===== src/rtl/seg7_pkg.sv =====
// Shared 7-segment constants (active-low, ordered {a..g}) and the scan-capture state encoding.
// Display drivers and the capture monitor both import this package.
package seg7_pkg;

  localparam logic [6:0] SEG_0     = 7'b0000001;
  localparam logic [6:0] SEG_1     = 7'b1001111;
  localparam logic [6:0] SEG_2     = 7'b0010010;
  localparam logic [6:0] SEG_3     = 7'b0000110;
  localparam logic [6:0] SEG_4     = 7'b1001100;
  localparam logic [6:0] SEG_5     = 7'b0100100;
  localparam logic [6:0] SEG_6     = 7'b0100000;
  localparam logic [6:0] SEG_7     = 7'b0001111;
  localparam logic [6:0] SEG_8     = 7'b0000000;
  localparam logic [6:0] SEG_9     = 7'b0001100;
  localparam logic [6:0] SEG_BLANK = 7'h7F;
  localparam logic [3:0] BCD_ERR   = 4'hF;

  typedef enum logic [1:0] {
    S_IDLE  = 2'd0,
    S_SCAN  = 2'd1,
    S_FAULT = 2'd2
  } state_t;

  // True when exactly one active-low digit enable is asserted.
  function automatic logic one_low(input logic [7:0] en);
    return $countones(~en) == 1;
  endfunction

endpackage


===== src/rtl/seg_scan_capture_if.sv =====
// Scanned 7-segment bus plus the decoded-frame report; master = display side, slave = capture monitor.
// No backpressure: the bus is free-running and frames are reported with a single-cycle pulse.
interface seg_scan_capture_if;
  logic [7:0]  led_en;
  logic        led_ca, led_cb, led_cc, led_cd, led_ce, led_cf, led_cg;
  logic        led_dp;
  logic [31:0] digit_bcd;
  logic [7:0]  digit_blank;
  logic [7:0]  digit_err;
  logic [7:0]  dp_mask;
  logic        frame_valid;
  logic        fault;

  modport master (
    output led_en, led_ca, led_cb, led_cc, led_cd, led_ce, led_cf, led_cg, led_dp,
    input  digit_bcd, digit_blank, digit_err, dp_mask, frame_valid, fault
  );

  modport slave (
    input  led_en, led_ca, led_cb, led_cc, led_cd, led_ce, led_cf, led_cg, led_dp,
    output digit_bcd, digit_blank, digit_err, dp_mask, frame_valid, fault
  );
endinterface


===== src/rtl/seg7_decode.sv =====
// Combinational active-low {a..g} segment pattern to BCD, flagging blank and undecodable patterns.
// Zero latency, no flow control.
module seg7_decode
  import seg7_pkg::*;
(
  input  logic [6:0] seg,
  output logic [3:0] bcd,
  output logic       blank,
  output logic       err
);

  always_comb begin
    bcd   = BCD_ERR;
    blank = 1'b0;
    err   = 1'b0;
    case (seg)
      SEG_0:     bcd = 4'd0;
      SEG_1:     bcd = 4'd1;
      SEG_2:     bcd = 4'd2;
      SEG_3:     bcd = 4'd3;
      SEG_4:     bcd = 4'd4;
      SEG_5:     bcd = 4'd5;
      SEG_6:     bcd = 4'd6;
      SEG_7:     bcd = 4'd7;
      SEG_8:     bcd = 4'd8;
      SEG_9:     bcd = 4'd9;
      SEG_BLANK: begin
        bcd   = 4'd0;
        blank = 1'b1;
      end
      default:   err = 1'b1;
    endcase
  end

endmodule


===== src/rtl/seg_scan_capture.sv =====
// Monitors a scanned 8-digit 7-segment bus, captures each settled digit and publishes full frames.
// Latency: 1 input register + SETTLE_CYCLES equal samples + 1 publish cycle; no backpressure.
module seg_scan_capture
  import seg7_pkg::*;
#(
  parameter int SETTLE_CYCLES = 2,
  parameter int IDLE_TIMEOUT  = 1024,
  parameter int TO_W          = 11
) (
  input logic clk,
  input logic rst,
  seg_scan_capture_if.slave bus
);

  localparam int SW = $clog2(SETTLE_CYCLES + 1);
  localparam logic [SW-1:0]   STAB_MAX = SW'(SETTLE_CYCLES);
  localparam logic [SW-1:0]   STAB_HIT = SW'(SETTLE_CYCLES - 1);
  localparam logic [TO_W-1:0] IDLE_MAX = TO_W'(IDLE_TIMEOUT);

  logic [7:0]      en_r, en_p;
  logic [6:0]      seg_r, seg_p;
  logic            dp_r, dp_p;
  logic [3:0]      dec_bcd;
  logic            dec_blank, dec_err;
  state_t          state;
  logic [SW-1:0]   stab_cnt, stab_nxt;
  logic [TO_W-1:0] idle_cnt;
  logic [7:0]      mask, mask_hit;
  logic            same, en_ff, en_one, en_multi, capture, mask_full;
  logic [31:0]     stg_bcd, stg_bcd_nxt, bcd_q;
  logic [7:0]      stg_blank, stg_blank_nxt, blank_q;
  logic [7:0]      stg_err, stg_err_nxt, err_q;
  logic [7:0]      stg_dp, stg_dp_nxt, dp_q;
  logic            frame_valid_q, fault_q;

  // Current sample and the one before it; stability is judged on the registered pair.
  always_ff @(posedge clk) begin
    if (rst) begin
      en_r  <= 8'hFF;
      seg_r <= SEG_BLANK;
      dp_r  <= 1'b1;
      en_p  <= 8'hFF;
      seg_p <= SEG_BLANK;
      dp_p  <= 1'b1;
    end else begin
      en_r  <= bus.led_en;
      seg_r <= {bus.led_ca, bus.led_cb, bus.led_cc, bus.led_cd,
                bus.led_ce, bus.led_cf, bus.led_cg};
      dp_r  <= bus.led_dp;
      en_p  <= en_r;
      seg_p <= seg_r;
      dp_p  <= dp_r;
    end
  end

  seg7_decode u_dec (
    .seg   (seg_r),
    .bcd   (dec_bcd),
    .blank (dec_blank),
    .err   (dec_err)
  );

  assign same     = {en_r, seg_r, dp_r} == {en_p, seg_p, dp_p};
  assign en_ff    = &en_r;
  assign en_one   = one_low(en_r);
  assign en_multi = !en_ff && !en_one;

  // Saturation at SETTLE_CYCLES keeps the HIT value from recurring within one dwell.
  always_comb begin
    stab_nxt = '0;
    if (same) stab_nxt = (stab_cnt == STAB_MAX) ? stab_cnt : stab_cnt + 1'b1;
  end

  assign capture = (state == S_SCAN) && en_one && (stab_nxt == STAB_HIT);

  always_comb begin
    stg_bcd_nxt   = stg_bcd;
    stg_blank_nxt = stg_blank;
    stg_err_nxt   = stg_err;
    stg_dp_nxt    = stg_dp;
    mask_hit      = 8'h00;
    if (capture) begin
      mask_hit = ~en_r;
      for (int i = 0; i < 8; i++) begin
        if (!en_r[i]) begin
          stg_bcd_nxt[i*4 +: 4] = dec_bcd;
          stg_blank_nxt[i]      = dec_blank;
          stg_err_nxt[i]        = dec_err;
          stg_dp_nxt[i]         = !dp_r;
        end
      end
    end
  end

  assign mask_full = capture && ((mask | mask_hit) == 8'hFF);

  always_ff @(posedge clk) begin
    if (rst) begin
      state         <= S_IDLE;
      stab_cnt      <= '0;
      idle_cnt      <= '0;
      mask          <= 8'h00;
      stg_bcd       <= 32'h0;
      stg_blank     <= 8'h00;
      stg_err       <= 8'h00;
      stg_dp        <= 8'h00;
      bcd_q         <= 32'h0;
      blank_q       <= 8'h00;
      err_q         <= 8'h00;
      dp_q          <= 8'h00;
      frame_valid_q <= 1'b0;
      fault_q       <= 1'b0;
    end else begin
      stab_cnt      <= stab_nxt;
      stg_bcd       <= stg_bcd_nxt;
      stg_blank     <= stg_blank_nxt;
      stg_err       <= stg_err_nxt;
      stg_dp        <= stg_dp_nxt;
      frame_valid_q <= mask_full;
      mask          <= mask_full ? 8'h00 : (mask | mask_hit);
      if (mask_full) begin
        bcd_q   <= stg_bcd_nxt;
        blank_q <= stg_blank_nxt;
        err_q   <= stg_err_nxt;
        dp_q    <= stg_dp_nxt;
      end
      case (state)
        S_IDLE: begin
          if (en_multi) begin
            state    <= S_FAULT;
            fault_q  <= 1'b1;
            mask     <= 8'h00;
            idle_cnt <= '0;
          end else if (en_one) begin
            state    <= S_SCAN;
            idle_cnt <= '0;
          end else if (idle_cnt != IDLE_MAX) begin
            idle_cnt <= idle_cnt + 1'b1;
          end else begin
            mask <= 8'h00;
          end
        end
        S_SCAN: begin
          if (en_multi) begin
            state   <= S_FAULT;
            fault_q <= 1'b1;
            mask    <= 8'h00;
          end else if (en_ff) begin
            state    <= S_IDLE;
            idle_cnt <= '0;
          end
        end
        default: begin
          mask <= 8'h00;
          if (en_one) begin
            state   <= S_SCAN;
            fault_q <= 1'b0;
          end else if (en_ff) begin
            state    <= S_IDLE;
            fault_q  <= 1'b0;
            idle_cnt <= '0;
          end
        end
      endcase
    end
  end

  assign bus.digit_bcd   = bcd_q;
  assign bus.digit_blank = blank_q;
  assign bus.digit_err   = err_q;
  assign bus.dp_mask     = dp_q;
  assign bus.frame_valid = frame_valid_q;
  assign bus.fault       = fault_q;

endmodule


===== src/flat_wrapper.sv =====
// flat-port wrapper written by rule: the top's interface ports become plain ports
module seg_scan_capture_flat import seg7_pkg::*;
#(
  parameter int SETTLE_CYCLES = 2,
  parameter int IDLE_TIMEOUT  = 1024,
  parameter int TO_W          = 11
)
  (clk, rst, bus_led_en, bus_led_ca, bus_led_cb, bus_led_cc, bus_led_cd, bus_led_ce, bus_led_cf, bus_led_cg, bus_led_dp, bus_digit_bcd, bus_digit_blank, bus_digit_err, bus_dp_mask, bus_frame_valid, bus_fault);
  seg_scan_capture_if bus_i ();
  input logic clk;
  input logic rst;
  input wire logic [$bits(bus_i.led_en)-1:0] bus_led_en;
  input wire logic [$bits(bus_i.led_ca)-1:0] bus_led_ca;
  input wire logic [$bits(bus_i.led_cb)-1:0] bus_led_cb;
  input wire logic [$bits(bus_i.led_cc)-1:0] bus_led_cc;
  input wire logic [$bits(bus_i.led_cd)-1:0] bus_led_cd;
  input wire logic [$bits(bus_i.led_ce)-1:0] bus_led_ce;
  input wire logic [$bits(bus_i.led_cf)-1:0] bus_led_cf;
  input wire logic [$bits(bus_i.led_cg)-1:0] bus_led_cg;
  input wire logic [$bits(bus_i.led_dp)-1:0] bus_led_dp;
  output wire logic [$bits(bus_i.digit_bcd)-1:0] bus_digit_bcd;
  output wire logic [$bits(bus_i.digit_blank)-1:0] bus_digit_blank;
  output wire logic [$bits(bus_i.digit_err)-1:0] bus_digit_err;
  output wire logic [$bits(bus_i.dp_mask)-1:0] bus_dp_mask;
  output wire logic [$bits(bus_i.frame_valid)-1:0] bus_frame_valid;
  output wire logic [$bits(bus_i.fault)-1:0] bus_fault;
  assign bus_i.led_en = bus_led_en;
  assign bus_i.led_ca = bus_led_ca;
  assign bus_i.led_cb = bus_led_cb;
  assign bus_i.led_cc = bus_led_cc;
  assign bus_i.led_cd = bus_led_cd;
  assign bus_i.led_ce = bus_led_ce;
  assign bus_i.led_cf = bus_led_cf;
  assign bus_i.led_cg = bus_led_cg;
  assign bus_i.led_dp = bus_led_dp;
  assign bus_digit_bcd = bus_i.digit_bcd;
  assign bus_digit_blank = bus_i.digit_blank;
  assign bus_digit_err = bus_i.digit_err;
  assign bus_dp_mask = bus_i.dp_mask;
  assign bus_frame_valid = bus_i.frame_valid;
  assign bus_fault = bus_i.fault;
  seg_scan_capture #(.SETTLE_CYCLES(SETTLE_CYCLES), .IDLE_TIMEOUT(IDLE_TIMEOUT), .TO_W(TO_W)) u_core (.clk(clk), .rst(rst), .bus(bus_i));
endmodule

===== config.mk =====
export PLATFORM = sky130hd
export DESIGN_NAME = seg_scan_capture_flat
export DESIGN_NICKNAME = d
export VERILOG_FILES = /design/src/rtl/seg7_pkg.sv /design/src/rtl/seg_scan_capture_if.sv /design/src/rtl/seg7_decode.sv /design/src/rtl/seg_scan_capture.sv /design/src/flat_wrapper.sv
export SDC_FILE = /design/constraint.sdc
export NUM_CORES = 1
export LEC_CHECK = 0
export CORE_MARGIN = 1.5
export CORE_UTILIZATION = 55
export CTS_CLUSTER_DIAMETER = 40
export DETAILED_ROUTE_END_ITERATION = 7
export DONT_BUFFER_PORTS = 1
export PLACE_DENSITY = 0.73
export SYNTH_ARGS = -nofsm -noshare
export SYNTH_HDL_FRONTEND = slang
export SYNTH_SLANG_ARGS = --single-unit
export TNS_END_PERCENT = 1

===== constraint.sdc =====
create_clock -name clk -period 5.35 [get_ports clk]
set_clock_uncertainty 0.05 [all_clocks]
set_input_delay 0.2675 -clock clk [delete_from_list [all_inputs] [get_ports clk]]
set_output_delay 0.2675 -clock clk [all_outputs]
set_load 0.05 [all_outputs]

==> results of run 1 <==
[metal layers]
metal,vias to the layer above,track usage [%],wire length [um]
li1,2480,-,-
met1,2468,31.2,6620
met2,137,40.7,7420
met4,0,9.75,286
met3,18,7.15,896
met5,-,0,0
[per-stage QoR]
| step | util (%) | setup slack (ns) | instances |
|---|---|---|---|
| finish | 63.8 | 0.513 | 878 |
| CTS | 63.8 | 0.278 | 877 |
| global placement | 57.2 | 0.465 | 827 |
| floorplan | - | 1.00 | 719 |
| detailed placement | 57.2 | 0.300 | 827 |
| global route | 63.8 | 0.258 | 878 |
[worst reg2reg max path: stages (launching register included)]
cell	delay, ns
dfxtp_1	0.50
inv_1	0.17
ha_1	0.23
fa_1	0.50
inv_1	0.05
fa_1	0.52
inv_1	0.04
ha_1	0.20
fa_1	0.47
nor4b_2	0.30
nand4_1	0.25
nor4_4	0.50
buf_12	0.30
nand3_1	0.40
o22ai_1	0.28
[synthesized netlist by cell type (all sizes together) (2+ instances only)]
library cell / instances
dfxtp: 169
nor2: 107
mux2i: 49
inv: 35
a211oi: 34
or2: 32
clkbuf: 31
a21oi: 27
nand2: 26
o21ai: 24
o221ai: 18
buf: 16
xor2: 16
ha: 13
and2: 11
a22oi: 10
a21boi: 9
nand3b: 9
or3: 9
nand2b: 8
o22ai: 8
nand4: 7
nor3: 7
xnor2: 7
nand3: 6
nor4: 6
fa: 4
nor4b: 3
nor3b: 2
o2111ai: 2
o211ai: 2
or4: 2
or4b: 2
[timing repair]
action,4_1_cts,5_1_grt
endpoints found under the hold margin,142,0
endpoints found under the setup margin,0,9
buffers inserted,0,1
hold buffers,18,0
[logic make-up after synthesis]
group / count (synthesis) / synth area share (%)
compound gates: 138 / 13.7
xor+xnor: 23 / 2.97
fa+ha+maj: 17 / 3.57
buf+inv: 82 / 4.72
flops: 169 / 49.8
mux: 49 / 7.22
simple gates: 241 / 18.0
[worst min path at each step]
stage / cells past startpoint / from / to / slack (ns)
2_1_floorplan: 1 / bus_led_dp / u_core.dp_r / 0.32
3_3_place_gp: 1 / rst / u_core.state[1] / 0.30
3_5_place_dp: 1 / rst / u_core.stg_bcd[27] / 0.30
4_1_cts: 2 / rst / u_core.idle_cnt[4] / 0.11
5_1_grt: 2 / rst / u_core.idle_cnt[5] / 0.13
6_report: 2 / rst / u_core.idle_cnt[8] / 0.12
[final cells by class]
cell class / instances / area, um2
Tap cell: 147 / 184
Multi-Input combinational cell: 468 / 3090
Clock buffer: 22 / 484
Inverter: 35 / 131
Sequential cell: 169 / 3380
Clock inverter: 10 / 106
Fill cell: 982 / 4340
Timing Repair Buffer: 27 / 290
[where the power goes]
group | switching (uW) | internal [uW] | leakage (uW)
clock network | 510 | 699 | 0.000278
registers | 35.4 | 1280 | 0.00137
logic | 110 | 77.3 | 0.00135
==> run_results.csv, run 1 <==
group,metric,value,unit
worst_setup_path,critPathSlowestCell,"fa_1",
grt,grt_start_max_net_pins,143,
placement,dpl-instance-area,6870,um2
die,die_w,114,um
sta,timing.hold.ws,0.121,ns
min_path,min_path_type,"input pin to flip-flop",
die,core,12000,um2
die,die_area,13000,um2
pwr,post-layout-total-power,2710,uW
final_layout,layout_commonest_cell,"dfxtp_1",
final_layout,antennaDiodeCount,0,
sta,finalMaxSlewViolations,0,
logic_synthesis,synth_nets,754,
placement,port-buffer-count,0,
clocking,cts_htree_levels,4,
outcome,outcome,"complete, no violations",
logic_synthesis,synth.area.top_cells,"dfxtp_1, mux2i_1, nor2_1",
clocking,clock_latency,0.43,ns
worst_setup_path,crit_path_cell_trace,"inv_1, ha_1, fa_1, inv_1, fa_1, inv_1, ha_1, fa_1, nor4b_2, nand4_1, nor4_4, buf_12, nand3_1, o22ai_1",
logic_synthesis,ys_dominant_reg_cell,"dfxtp_1",
pwr,power.leakage,0.00300,uW
clocking,clock_sinks,169,
final_layout,share_of_layout_cells_above_drive_strength_1,10.8,%
final_layout,area.growth.synth_to_final,12.9,%
worst_setup_path,cpPeakStageDelay,0.52,ns
logic_synthesis,seq_area_frac_synth,49.8,%
placement,post-dp-hpwl,9990,um
pwr,power_density,354,nW/um2
grt,antenna_found_initial,0,
sta,max-slew-margin-rel,16.0,%
die,initial_cell_density_of_the_core,56.6,%
grt,grt.total_usage,24.9,%
sta,min_period_over_period,90.4,%
logic_synthesis,postSynthCellCount,719,
clocking,cts_buffers,17,
clocking,cts_repair_resize_count,0,
worst_setup_path,cp-end-kind,"flip-flop",
logic_synthesis,netlist.top_cell.by_area,"dfxtp_1",
sta,min_period,4.84,ns
final_layout,stdcell_area,7670,um2
worst_setup_path,cpLargestDelayFamily,"adder cells",
detailed_routing,initialDrtViolationCount,321,
clocking,tritoncts,"built",
worst_setup_path,start_kind,"flip-flop",
final_layout,design.final.nets,753,
sta,final-hold-violation-count,0,
detailed_routing,finalWirelength,15200,um
detailed_routing,routedWlPerCell,17.3,um
detailed_routing,antenna_left,0,
worst_setup_path,path_buf_inv,4,
final_layout,layout.cells.most_common_list,"dfxtp_1, nor2_1, mux2i_1",
sta,setup-tns-final,0,ns
die,io-pin-count,76,
placement,place.gp.congestion,0.890,
worst_setup_path,worst_setup_path_endpoint,"u_core.bus.digit_bcd[16]",
worst_setup_path,ff_to_ff_setup_slack,0.51,ns
detailed_routing,drt_pre_antenna_iters,5,
logic_synthesis,cell_area_after_synthesis,6790,um2
worst_setup_path,critPathKind,"flip-flop to flip-flop",
logic_synthesis,synthDistinctLibCells,48,
worst_setup_path,worst_r2r_path_depth,14,
die,die_h,114,um
worst_setup_path,worst_r2r_endpoint,"u_core.bus.digit_bcd[16]",
worst_setup_path,cp.required,5.65,ns
logic_synthesis,synth_top_area_share,49.8,%
clocking,cts_root_buf,"clkbuf_16",
logic_synthesis,synth_seq_cells,169,
sta,setup_repair_after_global_routing_missed_its_margin,"false",
logic_synthesis,yosysWarnings,0,
clocking,clockBufferDepth,2,
logic_synthesis,number_of_enable_flip_flop_cells_after_synthesis,0,
detailed_routing,detail_route.vias_per_cell,5.81,
worst_setup_path,critPathLaunch,"u_core.en_r[3]",
detailed_routing,vias,5103,
sta,worstMarginPinSlew,1.25,ns
worst_setup_path,worstSetupPathDepth,14,
worst_setup_path,critPathMaxFanout,52,
clocking,cts.clk_slew.worst_paths,0.06,ns
grt,overflow,0,
sta,number_of_setup_violations_in_the_final_report,0,
sta,maxClockFrequency,207,MHz
worst_setup_path,regToRegStartpoint,"u_core.en_r[3]",
logic_synthesis,synth_area_per_inst,9.45,um2
die,placement_rows,40,
worst_setup_path,wp_data_arrival,5.14,ns
logic_synthesis,ys_async_sr_fraction,0,%
job,drv_cap,0,
grt,vias_in_the_first_global_route,4870,
pwr,power.ir.vdd_worst,0.000195,V
detailed_routing,post-route-drc-count,0,
grt,grt_pass1_wl,24800,um
Note: power is estimated with default switching activity, not from simulation.
==> inputs of run 2 (changes only) <==
- CELL_PAD_IN_SITES_DETAIL_PLACEMENT: not set -> 1
- CELL_PAD_IN_SITES_GLOBAL_PLACEMENT: not set -> 1
- CORE_UTILIZATION: 55 -> 48
- PLACE_DENSITY: 0.73 -> 0.81
==> run_results.csv, run 2 (synthesis gave the netlist of run 1 again) <==
group,metric,value,unit
sta,min_period,4.92,ns
worst_setup_path,cp-end-kind,"flip-flop",
min_path,hold_path_depth,2,
placement,post-dp-hpwl,12400,um
worst_setup_path,cpPeakStageDelay,0.55,ns
clocking,tritoncts,"built",
placement,place.gp.congestion,0.848,
sta,setup-tns-final,0,ns
final_layout,area.growth.synth_to_final,13.1,%
die,die_w,122,um
detailed_routing,finalWirelength,19500,um
pwr,power_density,351,nW/um2
clocking,clock_latency,0.43,ns
sta,min_period_over_period,92.0,%
grt,vias_in_the_first_global_route,5769,
worst_setup_path,critPathMaxFanout,35,
detailed_routing,initialDrtViolationCount,361,
die,initial_cell_density_of_the_core,49.1,%
worst_setup_path,critPathSlowestCell,"fa_1",
sta,finalMaxSlewViolations,0,
detailed_routing,post-route-drc-count,0,
die,placement_rows,43,
worst_setup_path,cp.required,5.64,ns
final_layout,final_util,55.6,%
detailed_routing,vias,5344,
grt,antenna_found_initial,0,
clocking,cts.clk_slew.worst_paths,0.07,ns
sta,maxClockFrequency,203,MHz
clocking,clock_sinks,169,
clocking,cts_buffers,17,
pwr,power.leakage,0.00300,uW
sta,final-hold-violation-count,0,
die,die_area,14900,um2
grt,overflow,0,
die,core,13800,um2
detailed_routing,routedWlPerCell,21.4,um
detailed_routing,antenna_left,0,
final_layout,layout_commonest_cell,"dfxtp_1",
final_layout,antennaDiodeCount,0,
worst_setup_path,start_kind,"flip-flop",
clocking,cts_root_buf,"clkbuf_16",
grt,grt.total_usage,27.6,%
grt,grt_start_max_net_pins,141,
pwr,power.ir.vdd_worst,0.000229,V
sta,number_of_setup_violations_in_the_final_report,0,
job,drv_cap,0,
die,die_h,122,um
worst_setup_path,path_buf_inv,5,
final_layout,design.final.nets,756,
worst_setup_path,cpLargestDelayFamily,"adder cells",
clocking,cts_htree_levels,4,
sta,max-slew-margin-rel,44.2,%
detailed_routing,drt_pre_antenna_iters,5,
min_path,min_path_type,"input pin to flip-flop",
worst_setup_path,worstSetupPathDepth,15,
worst_setup_path,crit_path_cell_trace,"inv_1, ha_1, fa_1, inv_1, fa_1, inv_1, ha_1, fa_1, nor4b_2, nand4_1, buf_4, nor4_4, buf_12, nand3_1, o22ai_1",
sta,setup_repair_after_global_routing_missed_its_margin,"false",
final_layout,num-fill-cells,1527,
final_layout,share_of_layout_cells_above_drive_strength_1,10.7,%
worst_setup_path,wp_data_arrival,5.21,ns
detailed_routing,detail_route.vias_per_cell,5.86,
placement,port-buffer-count,0,
grt,grt_pass1_wl,31100,um
worst_setup_path,worst_r2r_path_depth,15,
clocking,clockBufferDepth,2,
final_layout,layout.cells.most_common_list,"dfxtp_1, nor2_1, mux2i_1",
pwr,post-layout-total-power,2690,uW
outcome,outcome,"complete, no violations",
sta,worstMarginPinSlew,0.834,ns
worst_setup_path,critPathKind,"flip-flop to flip-flop",
die,io-pin-count,76,
-- run 2: repair_timing --
item	in CTS	in global routing
setup endpoints to repair	0	38
hold buffers	18	0
resized for setup	0	0
hold endpoints to repair	140	0
buffers inserted	0	1
-- run 2: final cells by class --
class	instances	area [um2]	share of cell area [%]
sequential	169	3380	44.0
multi-input combinational	468	3090	40.3
clock inverter	6	66.3	0.863
clock buffer	24	482	6.27
timing repair buffer	30	300	3.91
inverter	35	131	1.71
tap	180	225	2.93
-- run 2: final timing paths --
kind                                                 to  slack (ns)            from
worst max register to register  u_core.bus.digit_bcd[8]        0.43  u_core.en_r[1]
worst min-delay path                 u_core.stg_bcd[16]        0.02             rst
worst max-delay path            u_core.bus.digit_bcd[8]        0.43  u_core.en_r[1]
worst min register to register           u_core.mask[3]        0.42  u_core.mask[3]
-- run 2: report_power, final --
part,internal [uW],switching (uW),total (uW)
clock network,674,498,1170
logic,78.1,125,203
registers,1280,38.6,1320
total,2030,662,2690
-- run 2: per-layer routing --
metal	up-vias	routed length, um	track usage, %
li1	2486	-	-
met3	54	1040	7.21
met2	144	9610	46.0
met4	0	668	13.8
met5	-	0	0
met1	2660	8220	32.9
-- run 2: per-stage QoR --
stage	instance area, um2	hold slack, ns	cells	setup WS, ns
2_1_floorplan	6790	0.321	719	1.00
3_3_place_gp	6920	0.312	863	0.439
3_5_place_dp	6920	0.304	863	0.230
4_1_cts	7670	0.00596	911	0.105
5_1_grt	7680	0.0264	912	0.208
6_report	7680	0.0239	912	0.431
==> inputs of run 3 (changes only) <==
- ABC_AREA: not set -> 1
- CORE_UTILIZATION: 48 -> 46
==> run_results.csv, run 3 <==
group,metric,value,unit
outcome,outcome,"complete, no violations",
pwr,netSwitchingPower,698,uW
logic_synthesis,synth.area.top_cells,"dfxtp_1, nand2_1, nor2_1",
clocking,clockBufferDepth,2,
grt,overflow,0,
clocking,cts_repair_resize_count,0,
logic_synthesis,synth_top_area_share,48.0,%
pwr,pwr-share-seq,49.3,%
min_path,worstHoldEndpoint,"u_core.idle_cnt[0]",
logic_synthesis,seq_area_frac_synth,48.0,%
logic_synthesis,synth_seq_cells,169,
pwr,share_clk_of_total_power,43.5,%
worst_setup_path,critPathMaxFanout,14,
pwr,power.ir.vdd_worst,0.000252,V
sta,setup_repair_after_global_routing_missed_its_margin,"false",
sta,maxClockFrequency,208,MHz
logic_synthesis,synth_top_cells_by_count,"nand2_1, nor2_1, dfxtp_1",
detailed_routing,detail_route.vias_per_cell,5.30,
detailed_routing,vias,6034,
logic_synthesis,netlist.top_cell.by_area,"dfxtp_1",
final_layout,design.final.nets,973,
logic_synthesis,ys_async_sr_fraction,0,%
sta,number_of_setup_violations_in_the_final_report,0,
logic_synthesis,synth_area_per_inst,7.49,um2
placement,setup_ws_pre_cts,0.590,ns
pwr,post-layout-total-power,2650,uW
clocking,clock_latency,0.43,ns
min_path,hold_path.startpoint,"rst",
sta,min_period_over_period,89.9,%
pwr,power_density,336,nW/um2
clocking,tritoncts,"built",
sta,max-slew-margin-rel,41.5,%
grt,vias_in_the_first_global_route,6093,
pwr,sw_frac_of_total,26.3,%
final_layout,num-fill-cells,1924,
sta,setup-tns-final,0,ns
worst_setup_path,critPathKind,"flip-flop to flip-flop",
die,die_area,16100,um2
clocking,cts.clk_slew.worst_paths,0.07,ns
final_layout,stdcell_area,7910,um2
placement,dpl-instance-area,7160,um2
sta,final-hold-violation-count,0,
logic_synthesis,synthDistinctLibCells,31,
grt,antenna_found_initial,0,
logic_synthesis,synthXorXnorAreaFrac,1.62,%
worst_setup_path,cp.required,5.63,ns
placement,post-dp-hpwl,11700,um
min_path,min_path_type,"input pin to flip-flop",
clocking,cts_buffers,17,
die,placement_rows,45,
die,die_w,127,um
logic_synthesis,largest_family_of_logic_cells_by_synthesized_area,"simple AND/OR/NAND/NOR gates",
logic_synthesis,synthMostInstantiatedCell,"nand2_1",
final_layout,layout.cells.most_common_list,"nand2_1, nor2_1, dfxtp_1",
grt,grt.total_usage,24.4,%
logic_synthesis,ys_dominant_reg_cell,"dfxtp_1",
final_layout,area.growth.synth_to_final,12.2,%
worst_setup_path,cpPeakStageDelay,0.64,ns
logic_synthesis,synth_compound_gate_area_share,9.87,%
clocking,cts_htree_levels,4,
grt,grt_start_max_net_pins,84,
logic_synthesis,synth-adder-area-share,3.44,%
worst_setup_path,worst_r2r_path_depth,18,
placement,place.gp.congestion,0.817,
sta,setup_slack,0.542,ns
worst_setup_path,wp_data_arrival,5.09,ns
final_layout,antennaDiodeCount,0,
final_layout,layout_commonest_cell,"nand2_1",
logic_synthesis,post_synth_and_or_nand_nor_area_fraction,29.2,%
final_layout,final_util,52.4,%
die,core,15100,um2
job,drv_cap,0,
worst_setup_path,cp-end-kind,"flip-flop",
grt,grt_pass1_wl,31000,um
sta,finalMaxSlewViolations,0,
logic_synthesis,postSynthCellCount,941,
logic_synthesis,synth.area.mux_share,0,%
logic_synthesis,synth_nets,976,
detailed_routing,routedWlPerCell,16.5,um
worst_setup_path,regToRegStartpoint,"u_core.en_r[0]",
worst_setup_path,ff_to_ff_setup_slack,0.54,ns
detailed_routing,antenna_left,0,
min_path,hold_path_depth,3,
detailed_routing,finalWirelength,18800,um
die,io-pin-count,76,
logic_synthesis,cell_area_after_synthesis,7050,um2
pwr,power.leakage,0.00318,uW
pwr,internal_power,1960,uW
sta,worstMarginPinSlew,0.875,ns
detailed_routing,post-route-drc-count,0,
clocking,cts_root_buf,"clkbuf_16",
die,initial_cell_density_of_the_core,46.7,%
worst_setup_path,critPathSlowestCell,"nor2_1",
final_layout,share_of_layout_cells_above_drive_strength_1,8.41,%
logic_synthesis,yosysWarnings,0,
placement,port-buffer-count,0,
detailed_routing,drt_pre_antenna_iters,4,
die,die_h,127,um
clocking,clock_sinks,169,
sta,min_period,4.81,ns
worst_setup_path,start_kind,"flip-flop",
pwr,power.combinational.fraction,7.3,%
worst_setup_path,crit_path_cell_trace,"inv_1, ha_1, fa_1, inv_1, fa_1, inv_1, ha_1, fa_1, nor2_1, nand2_1, nor4_4, nand3_4, nor2_1, nand2_1, o21ai_0, nand4_1, nand2_1, nor2_1",
worst_setup_path,worst_r2r_endpoint,"u_core.bus.digit_bcd[31]",
logic_synthesis,number_of_enable_flip_flop_cells_after_synthesis,0,
detailed_routing,initialDrtViolationCount,352,
==> run 3: cell count changes in the layout (fill, tap and decap cells not counted), moves of 31 or more <==
| cell | previous run | this run |
|---|---|---|
| nand2_1 | 26 | 189 |
| nand3_1 | 6 | 46 |
| nand4_1 | 7 | 42 |
| a211oi_1 | 34 | 1 |
| mux2i_1 | 49 | 0 |
| nor2_1 | 107 | 170 |
| o21ai_0 | 22 | 66 |
| inv_1 | 35 | 66 |
| a21oi_1 | 27 | 65 |
==> run 3: worst max path at each step <==
stage / cells past startpoint / from / endpoint
6_report: 18 / u_core.en_r[0] / u_core.bus.digit_bcd[31]
2_1_floorplan: 20 / u_core.en_r[0] / u_core.bus.dp_mask[2]
3_5_place_dp: 18 / u_core.en_r[0] / u_core.bus.digit_bcd[31]
5_1_grt: 17 / u_core.en_r[0] / u_core.bus.digit_bcd[30]
4_1_cts: 18 / u_core.en_r[0] / u_core.bus.digit_bcd[31]
3_3_place_gp: 18 / u_core.en_r[0] / u_core.bus.digit_bcd[31]
==> run 3: final cells by class <==
| class | instances | area, um2 | area share, % |
|---|---|---|---|
| flip-flops and latches | 169 | 3380 | 42.8 |
| well taps | 188 | 235 | 2.98 |
| repair buffers | 32 | 338 | 4.27 |
| multi-input cells | 645 | 3120 | 39.5 |
| clock inverters | 14 | 114 | 1.44 |
| inverters | 73 | 274 | 3.47 |
| clock buffers | 18 | 439 | 5.56 |
==> run 3: worst max-delay path: cells and delay by family, from the launching register on <==
family          cells  cell delay [ns]
flops               1             0.39
fa+ha+maj           5             1.97
simple gates        9             1.93
compound gates      1             0.16
buf+inv             3             0.20
==> run 3: repair_timing <==
| item | 4_1_cts | 5_1_grt |
|---|---|---|
| hold buffers | 17 | 0 |
| buffers inserted | 0 | 0 |
| endpoints found under the hold margin | 77 | 0 |
==> run 3: logic make-up after synthesis <==
logic type / Yosys count
XOR/XNOR: 13
AND/OR/NAND/NOR: 479
buffers and inverters: 127
flip-flops: 169
adder cells (fa/ha/maj): 17
AO/OA/AOI/OAI: 136
==> run 3: per-stage QoR <==
stage	hold WS (ns)	cells
final	0.107	1139
after global routing	0.156	1139
after CTS	0.103	1139
after detailed placement	0.305	1090
after global placement	0.302	1090
after floorplan	0.321	941
==> run 3: metal layers <==
| metal | track usage (%) | part of all wire (%) | vias up |
|---|---|---|---|
| met5 | 0 | 0 | - |
| met4 | 8.82 | 1.6 | 0 |
| li1 | - | - | 3014 |
| met3 | 5.19 | 4.3 | 29 |
| met1 | 30.7 | 45 | 2879 |
| met2 | 41.5 | 49 | 112 |
==> run 3: power groups by stage <==
stage | clock network [uW] | registers [uW] | logic (uW)
detailed placement | 0 | 1340 | 172
CTS | 1170 | 1310 | 195
global route | 1230 | 1310 | 224
global placement | 0 | 1340 | 169
finish | 1150 | 1310 | 193
floorplan | 0 | 1330 | 137
